--- src/rtl/rotate_left_seq_32_bit_if.sv ---
// Handshake and data bundle for the sequential 32-bit rotate-left unit.
// The master drives the request side; the slave returns the result and status.
interface rotate_left_seq_32_bit_if;
    logic        i_start;
    logic [31:0] i_in;
    logic [4:0]  i_num_rotate_bits;
    logic [31:0] o_out;
    logic        o_busy;
    logic        o_done;

    modport master (
        output i_start,
        output i_in,
        output i_num_rotate_bits,
        input  o_out,
        input  o_busy,
        input  o_done
    );

    modport slave (
        input  i_start,
        input  i_in,
        input  i_num_rotate_bits,
        output o_out,
        output o_busy,
        output o_done
    );
endinterface

--- src/rtl/rotate_left_seq_32_bit.sv ---
// Multi-cycle 32-bit rotate-left: one bit position per clock, with a start/done handshake.
// The result register only updates when an operation completes.
module rotate_left_seq_32_bit (
    input  logic                     i_clock,
    input  logic                     i_clear,
    rotate_left_seq_32_bit_if.slave  bus
);

    typedef enum logic [1:0] {
        ST_IDLE   = 2'd0,
        ST_ROTATE = 2'd1,
        ST_DONE   = 2'd2
    } state_t;

    state_t      r_state;
    state_t      w_state_nxt;
    logic [31:0] r_work;
    logic [31:0] w_work_nxt;
    logic [4:0]  r_count;
    logic [4:0]  w_count_nxt;
    logic [31:0] r_out;
    logic [31:0] w_out_nxt;
    logic        r_busy;
    logic        r_done;
    logic [31:0] w_rot;

    assign w_rot = {r_work[31-1:0], r_work[31]};

    // State register, datapath registers and registered status flags.
    always_ff @(posedge i_clock) begin
        if (i_clear) begin
            r_state <= ST_IDLE;
            r_work  <= 32'h0000_0000;
            r_count <= 5'd0;
            r_out   <= 32'h0000_0000;
            r_busy  <= 1'b0;
            r_done  <= 1'b0;
        end else begin
            r_state <= w_state_nxt;
            r_work  <= w_work_nxt;
            r_count <= w_count_nxt;
            r_out   <= w_out_nxt;
            r_busy  <= (w_state_nxt == ST_ROTATE);
            r_done  <= (w_state_nxt == ST_DONE);
        end
    end

    // Next-state and datapath update; start is only honoured outside ROTATE.
    always_comb begin
        w_state_nxt = r_state;
        w_work_nxt  = r_work;
        w_count_nxt = r_count;
        w_out_nxt   = r_out;

        case (r_state)
            ST_IDLE, ST_DONE: begin
                if (bus.i_start) begin
                    w_work_nxt  = bus.i_in;
                    w_count_nxt = bus.i_num_rotate_bits;
                    if (bus.i_num_rotate_bits == 5'd0) begin
                        w_state_nxt = ST_DONE;
                        w_out_nxt   = bus.i_in;
                    end else begin
                        w_state_nxt = ST_ROTATE;
                    end
                end else begin
                    w_state_nxt = ST_IDLE;
                end
            end
            ST_ROTATE: begin
                w_work_nxt  = w_rot;
                w_count_nxt = r_count - 5'd1;
                // Last rotation step: publish the final value straight from the rotator.
                if (r_count == 5'd1) begin
                    w_state_nxt = ST_DONE;
                    w_out_nxt   = w_rot;
                end else begin
                    w_state_nxt = ST_ROTATE;
                end
            end
            default: begin
                w_state_nxt = ST_IDLE;
                w_work_nxt  = 32'h0000_0000;
                w_count_nxt = 5'd0;
            end
        endcase
    end

    assign bus.o_out  = r_out;
    assign bus.o_busy = r_busy;
    assign bus.o_done = r_done;

endmodule
--- src/flat_wrapper.sv ---
// flat-port wrapper written by rule: the top's interface ports become plain ports
module rotate_left_seq_32_bit_flat 
  (i_clock, i_clear, bus_i_start, bus_i_in, bus_i_num_rotate_bits, bus_o_out, bus_o_busy, bus_o_done);
  rotate_left_seq_32_bit_if bus_i ();
  input  logic i_clock;
  input  logic i_clear;
  input wire logic [$bits(bus_i.i_start)-1:0] bus_i_start;
  input wire logic [$bits(bus_i.i_in)-1:0] bus_i_in;
  input wire logic [$bits(bus_i.i_num_rotate_bits)-1:0] bus_i_num_rotate_bits;
  output wire logic [$bits(bus_i.o_out)-1:0] bus_o_out;
  output wire logic [$bits(bus_i.o_busy)-1:0] bus_o_busy;
  output wire logic [$bits(bus_i.o_done)-1:0] bus_o_done;
  assign bus_i.i_start = bus_i_start;
  assign bus_i.i_in = bus_i_in;
  assign bus_i.i_num_rotate_bits = bus_i_num_rotate_bits;
  assign bus_o_out = bus_i.o_out;
  assign bus_o_busy = bus_i.o_busy;
  assign bus_o_done = bus_i.o_done;
  rotate_left_seq_32_bit u_core (.i_clock(i_clock), .i_clear(i_clear), .bus(bus_i));
endmodule
--- config.mk ---
export PLATFORM = sky130hd
export DESIGN_NAME = rotate_left_seq_32_bit_flat
export DESIGN_NICKNAME = d
export VERILOG_FILES = /design/src/rtl/rotate_left_seq_32_bit_if.sv /design/src/rtl/rotate_left_seq_32_bit.sv /design/src/flat_wrapper.sv
export SDC_FILE = /design/constraint.sdc
export NUM_CORES = 1
export LEC_CHECK = 0
export CAP_MARGIN = 20
export CORE_UTILIZATION = 55
export CTS_BUF_LIST = sky130_fd_sc_hd__clkbuf_4 sky130_fd_sc_hd__clkbuf_8
export DETAILED_ROUTE_END_ITERATION = 6
export PLACE_DENSITY_LB_ADDON = 0.12
export SYNTH_ARGS = -nofsm -noshare
export SYNTH_HDL_FRONTEND = slang
export SYNTH_SLANG_ARGS = --single-unit
--- constraint.sdc ---
create_clock -name i_clock -period 4.9 [get_ports i_clock]
set_input_delay 1.225 -clock i_clock [delete_from_list [all_inputs] [get_ports i_clock]]
set_output_delay 1.225 -clock i_clock [all_outputs]
set_load 0.005 [all_outputs]
### After elaboration in Yosys (flattened, before gate mapping)

Cells that the tools add are included.
Widths: inputs -> output; s select.

* flip-flop bits (word level): 73
* latch bits: 0
* bits in writable memories: 0
* memory bits (read-only): 0
* output and inout bits: 34
* logic and storage cells: 32
* memories: 0

* $add $sub $neg: 1
* multipliers: 0
* divide/modulo/power cells: 0
* $lt $le $gt $ge: 0
* equal/unequal tests: 8
* shift operators: 0
* muxes and demuxes: 12
* bitwise logic cells: 0
* reductions and logical operators: 5

Operators by type and width (number)
* $mux 32: 4
* $pmux 32 s2: 2
* $pmux 5 s2: 1
* $mux 2: 3
* $eq 5x1->1 const B: 1
* $logic_not 5->1: 1
* $mux 5: 1
* $sub 5x1->5 const B: 1
* $eq 2x1->1 const B: 2
* $eq 2x2->1 const B: 2
* $ne 2x1->1 const B: 2
* $pmux 2 s2: 1
* $reduce_and 4->1: 1
* $logic_not 2->1: 1
* $ne 2x2->1 const B: 1
* $reduce_bool 2->1: 1
* $reduce_or 2->1: 1

### Longest topological paths before layout

* word-level depth: 5
* depth in mapped cells: 8
* depth with buffers taken out: 6

### Worst setup path before layout

No wires, ideal clock.

* kind: input-to-reg
* start: input bus_i_num_rotate_bits[1]
* end: register u_core.r_out[19], in the netlist u_core.bus.o_out[19]
* library setup time: 88 ps
* arrival time: 2448 ps
* path slack: 2363 ps
* stages: 6
* buffers on the path: 2
* cell sequence: or4_1 -> o22ai_2 -> buf_6 -> buf_6 -> nor2_1 -> a311oi_2

* word-level cells in the longest chain between the ends: 3

Ends and longest elaborated chain
* start: declaration: line flat_wrapper.sv:9 `input wire logic [$bits(bus_i.i_num_rotate_bits)-1:0] bus_i_num_rotate_bits;`
* $logic_not 5->1: line rotate_left_seq_32_bit.sv:60 `if (bus.i_num_rotate_bits == 5'd0) begin`
* $ne 2x1->1 (no line)
* $reduce_and 4->1 (no line)
* end signal: assignment: line rotate_left_seq_32_bit.sv:42 `r_out <= w_out_nxt;`
* end: declaration: line rotate_left_seq_32_bit.sv:21 `logic [31:0] r_out;`

No other way between the ends.
A chain may end at the register's enable or synchronous reset.

### Worst setup path after layout

* start: input bus_i_num_rotate_bits[1]
* end: register u_core.r_out[31], in the netlist u_core.bus.o_out[31]

The elaborated chain is that of the path after synthesis.

==> results.cfg <==
[synthesis]
synth_top_family_by_area = simple AND/OR/NAND/NOR gates
synthMuxAreaShare_pct = 10.74
syn_nets = 411
synth_fa_ha_area_share_pct = 0.7669
yosysWarningCount = 0
syn_area_um2 = 3263
synth_compound_area_share_pct = 18.21
netlist_top_cells_area = dfxtp_1 (45%), mux2i_1 (11%), nand2_1 (7.6%)
syn_area_per_cell_um2 = 8.843
synth_top_area_cell = dfxtp_1
synth-simple-area-share_pct = 20.71
ys_seq_area_share_pct = 44.79
synth.distinct_cells = 27
synth_xor_area_share_pct = 0
synth_top_area_share_pct = 44.79
synth_seq_cells = 73
synthCells = 369

[final_layout]
final_util_pct = 75.68
nets = 470
area_growth_pct = 30.06
num-fill-cells = 424
most-common-layout-cells = dfxtp_1 (73), clkdlybuf4s50_1 (71), nand2_1 (66)
diodes = 0
final_cell_area_um2 = 4244
drive_gt1_share_pct = 16.17
layout_commonest_cell = dfxtp_1

[global_routing]
antenna_found_initial = 0
grt_pass1_vias = 2725
grt.total_usage_pct = 24.55
grt_pass1_wl_mm = 12.03
overflow = 0
grt_max_degree = 50

[route]
post-route-drc-count = 0
num_vias = 2818
antenna_left = 0
drtPass1Iterations = 4
drt-total-wl_mm = 7.424
wl_per_cell_um = 14.70
drtIter0Drc = 137
via_per_inst = 5.580

[floorplan]
core_area_um2 = 5608
die_h_um = 79.03
start_util_pct = 58.19
die_w_um = 79.03
rows = 27
pin_count = 74
die-area_um2 = 6245

[clocking]
cts_hold_buf = 0
h-tree-depth = 3
path_clk_slew_ps = 80
postCtsSetupBuffers = 0
root_buffer = clkbuf_8
cts_sinks = 73
clk_latency_ps = 340
cts_buffers = 9
cts_tree = yes
cts.repair.resized = 0
cts_buffer_depth = 2

[sta]
worstMarginPinSlew_ps = 986.8
finClkSkew_ps = 10.08
whs_ps = 483.9
relSlewSlack_pct = 34.21
rsz0062_at_grt = no
drv_slew = 0
max_freq_ghz = 0.3058
min_period_over_period_pct = 66.73
setup_tns_ps = 0
finalHoldViolCount = 0
min_period_ps = 3270
setup_viol = 0

[worst_setup_path]
r2r_setup_slack_ps = 2540
cp_max_fo = 37
arrival_ps = 3510
r2r-end = u_core.bus.o_out[31]
criticalPathCategory = in2reg
crit_path_end_kind = flip-flop
r2r-start = u_core.r_count[1]
worstRegToRegCells = 7
cp.required_ps = 5140
crit_start = bus_i_num_rotate_bits[1]
critical_path.startpoint_type = input pin

[power_and_ir_drop]
cellPowerDensity_nw_per_um2 = 345.4
p_leak_nw = 1.589
peakVddDrop_uv = 214.0

[run]
drv_cap = 0

[place]
place_hpwl_mm = 4.683
placed_area_um2 = 3996
numPortBuffers = 73
place.gp.congestion = 0.8373

[hold_path]
hp-start = u_core.r_work[8]
hold_path_end = u_core.r_work[9]
hp-class = reg2reg
hold_depth = 2

[run_status]
status = complete, no violations
-- sequential cells by signal, summed over array words and instances, names as in the netlist --
signal             count
u_core.bus.o_busy      1
u_core.bus.o_done      1
u_core.bus.o_out      32
u_core.r_count         5
u_core.r_state         2
u_core.r_work         32
-- metal layers --
layer	global-route usage (%)	routed length (um)
met5	0	0
met1	28.83	3330
met3	4.598	382
met4	9.818	86
met2	43.71	3624
-- worst max path at each step --
stage	endpoint	slack (ps)
floorplan	u_core.bus.o_out[19]	2360
global placement	u_core.bus.o_out[18]	1350
detailed placement	u_core.bus.o_out[19]	1290
CTS	u_core.bus.o_out[31]	1620
global route	u_core.bus.o_out[26]	1430
finish	u_core.bus.o_out[31]	1630
-- cell families (layout without fill, tap and decap cells) --
kind of cell,count (synthesis),in the layout
AOI/OAI and AO/OA,77,77
adders and majority gates,2,2
muxes,35,35
buffers and inverters,34,98
DFF,73,73
and+or+nand+nor,148,148
-- critical path, cell delays in order --
cell	delay (ps)
clkdlybuf4s50_1	430
or4_1	600
o22ai_4	640
buf_12	290
nor2_1	80
a311oi_2	230
-- metrics by stage --
stage | setup slack [ps] | std cells | total power [mW]
after floorplan | 2363 | 369 | 0.8082
after global placement | 1348 | 489 | 0.8946
after detailed placement | 1285 | 489 | 0.9017
after CTS | 1623 | 505 | 1.470
after global routing | 1431 | 505 | 1.518
final | 1630 | 505 | 1.466
-- final cells by class --
| class | count | area (um^2) | share of cell area [%] |
|---|---|---|---|
| flip-flops and latches | 73 | 1461 | 34.43 |
| clock inverters | 5 | 102.6 | 2.417 |
| repair buffers | 79 | 778.2 | 18.34 |
| multi-input cells | 262 | 1655 | 39.00 |
| inverters | 3 | 11.26 | 0.2653 |
| clock buffers | 11 | 145.1 | 3.420 |
| well taps | 72 | 90.09 | 2.123 |
-- report_power, final --
group / internal (mW) / switching (mW) / leakage (nW)
Sequential: 0.631 / 0.0218 / 0.597
Clock: 0.357 / 0.219 / 0.123
Combinational: 0.120 / 0.117 / 0.869
Total: 1.11 / 0.358 / 1.59
-- cells in the mapped netlist --
library cell and number:
o22a_1 1, or3b_2 1, a311oi_1 22, buf_4 1, mux2i_1 35, or2_2 32, nand4_1 1, clkbuf_1 20
inv_1 3, a21oi_1 38, ha_1 2, o22ai_2 1, buf_2 8, nor2b_1 6, a222oi_1 1, nand2b_1 1
nand2_1 66, dfxtp_1 73, o2111a_1 1, nor2_1 38, or4b_4 1, a311oi_2 10, o21ai_0 2, buf_6 2
or4_1 1, a32oi_1 1, nor3_1 1
Note: power is estimated with default switching activity, not from simulation.
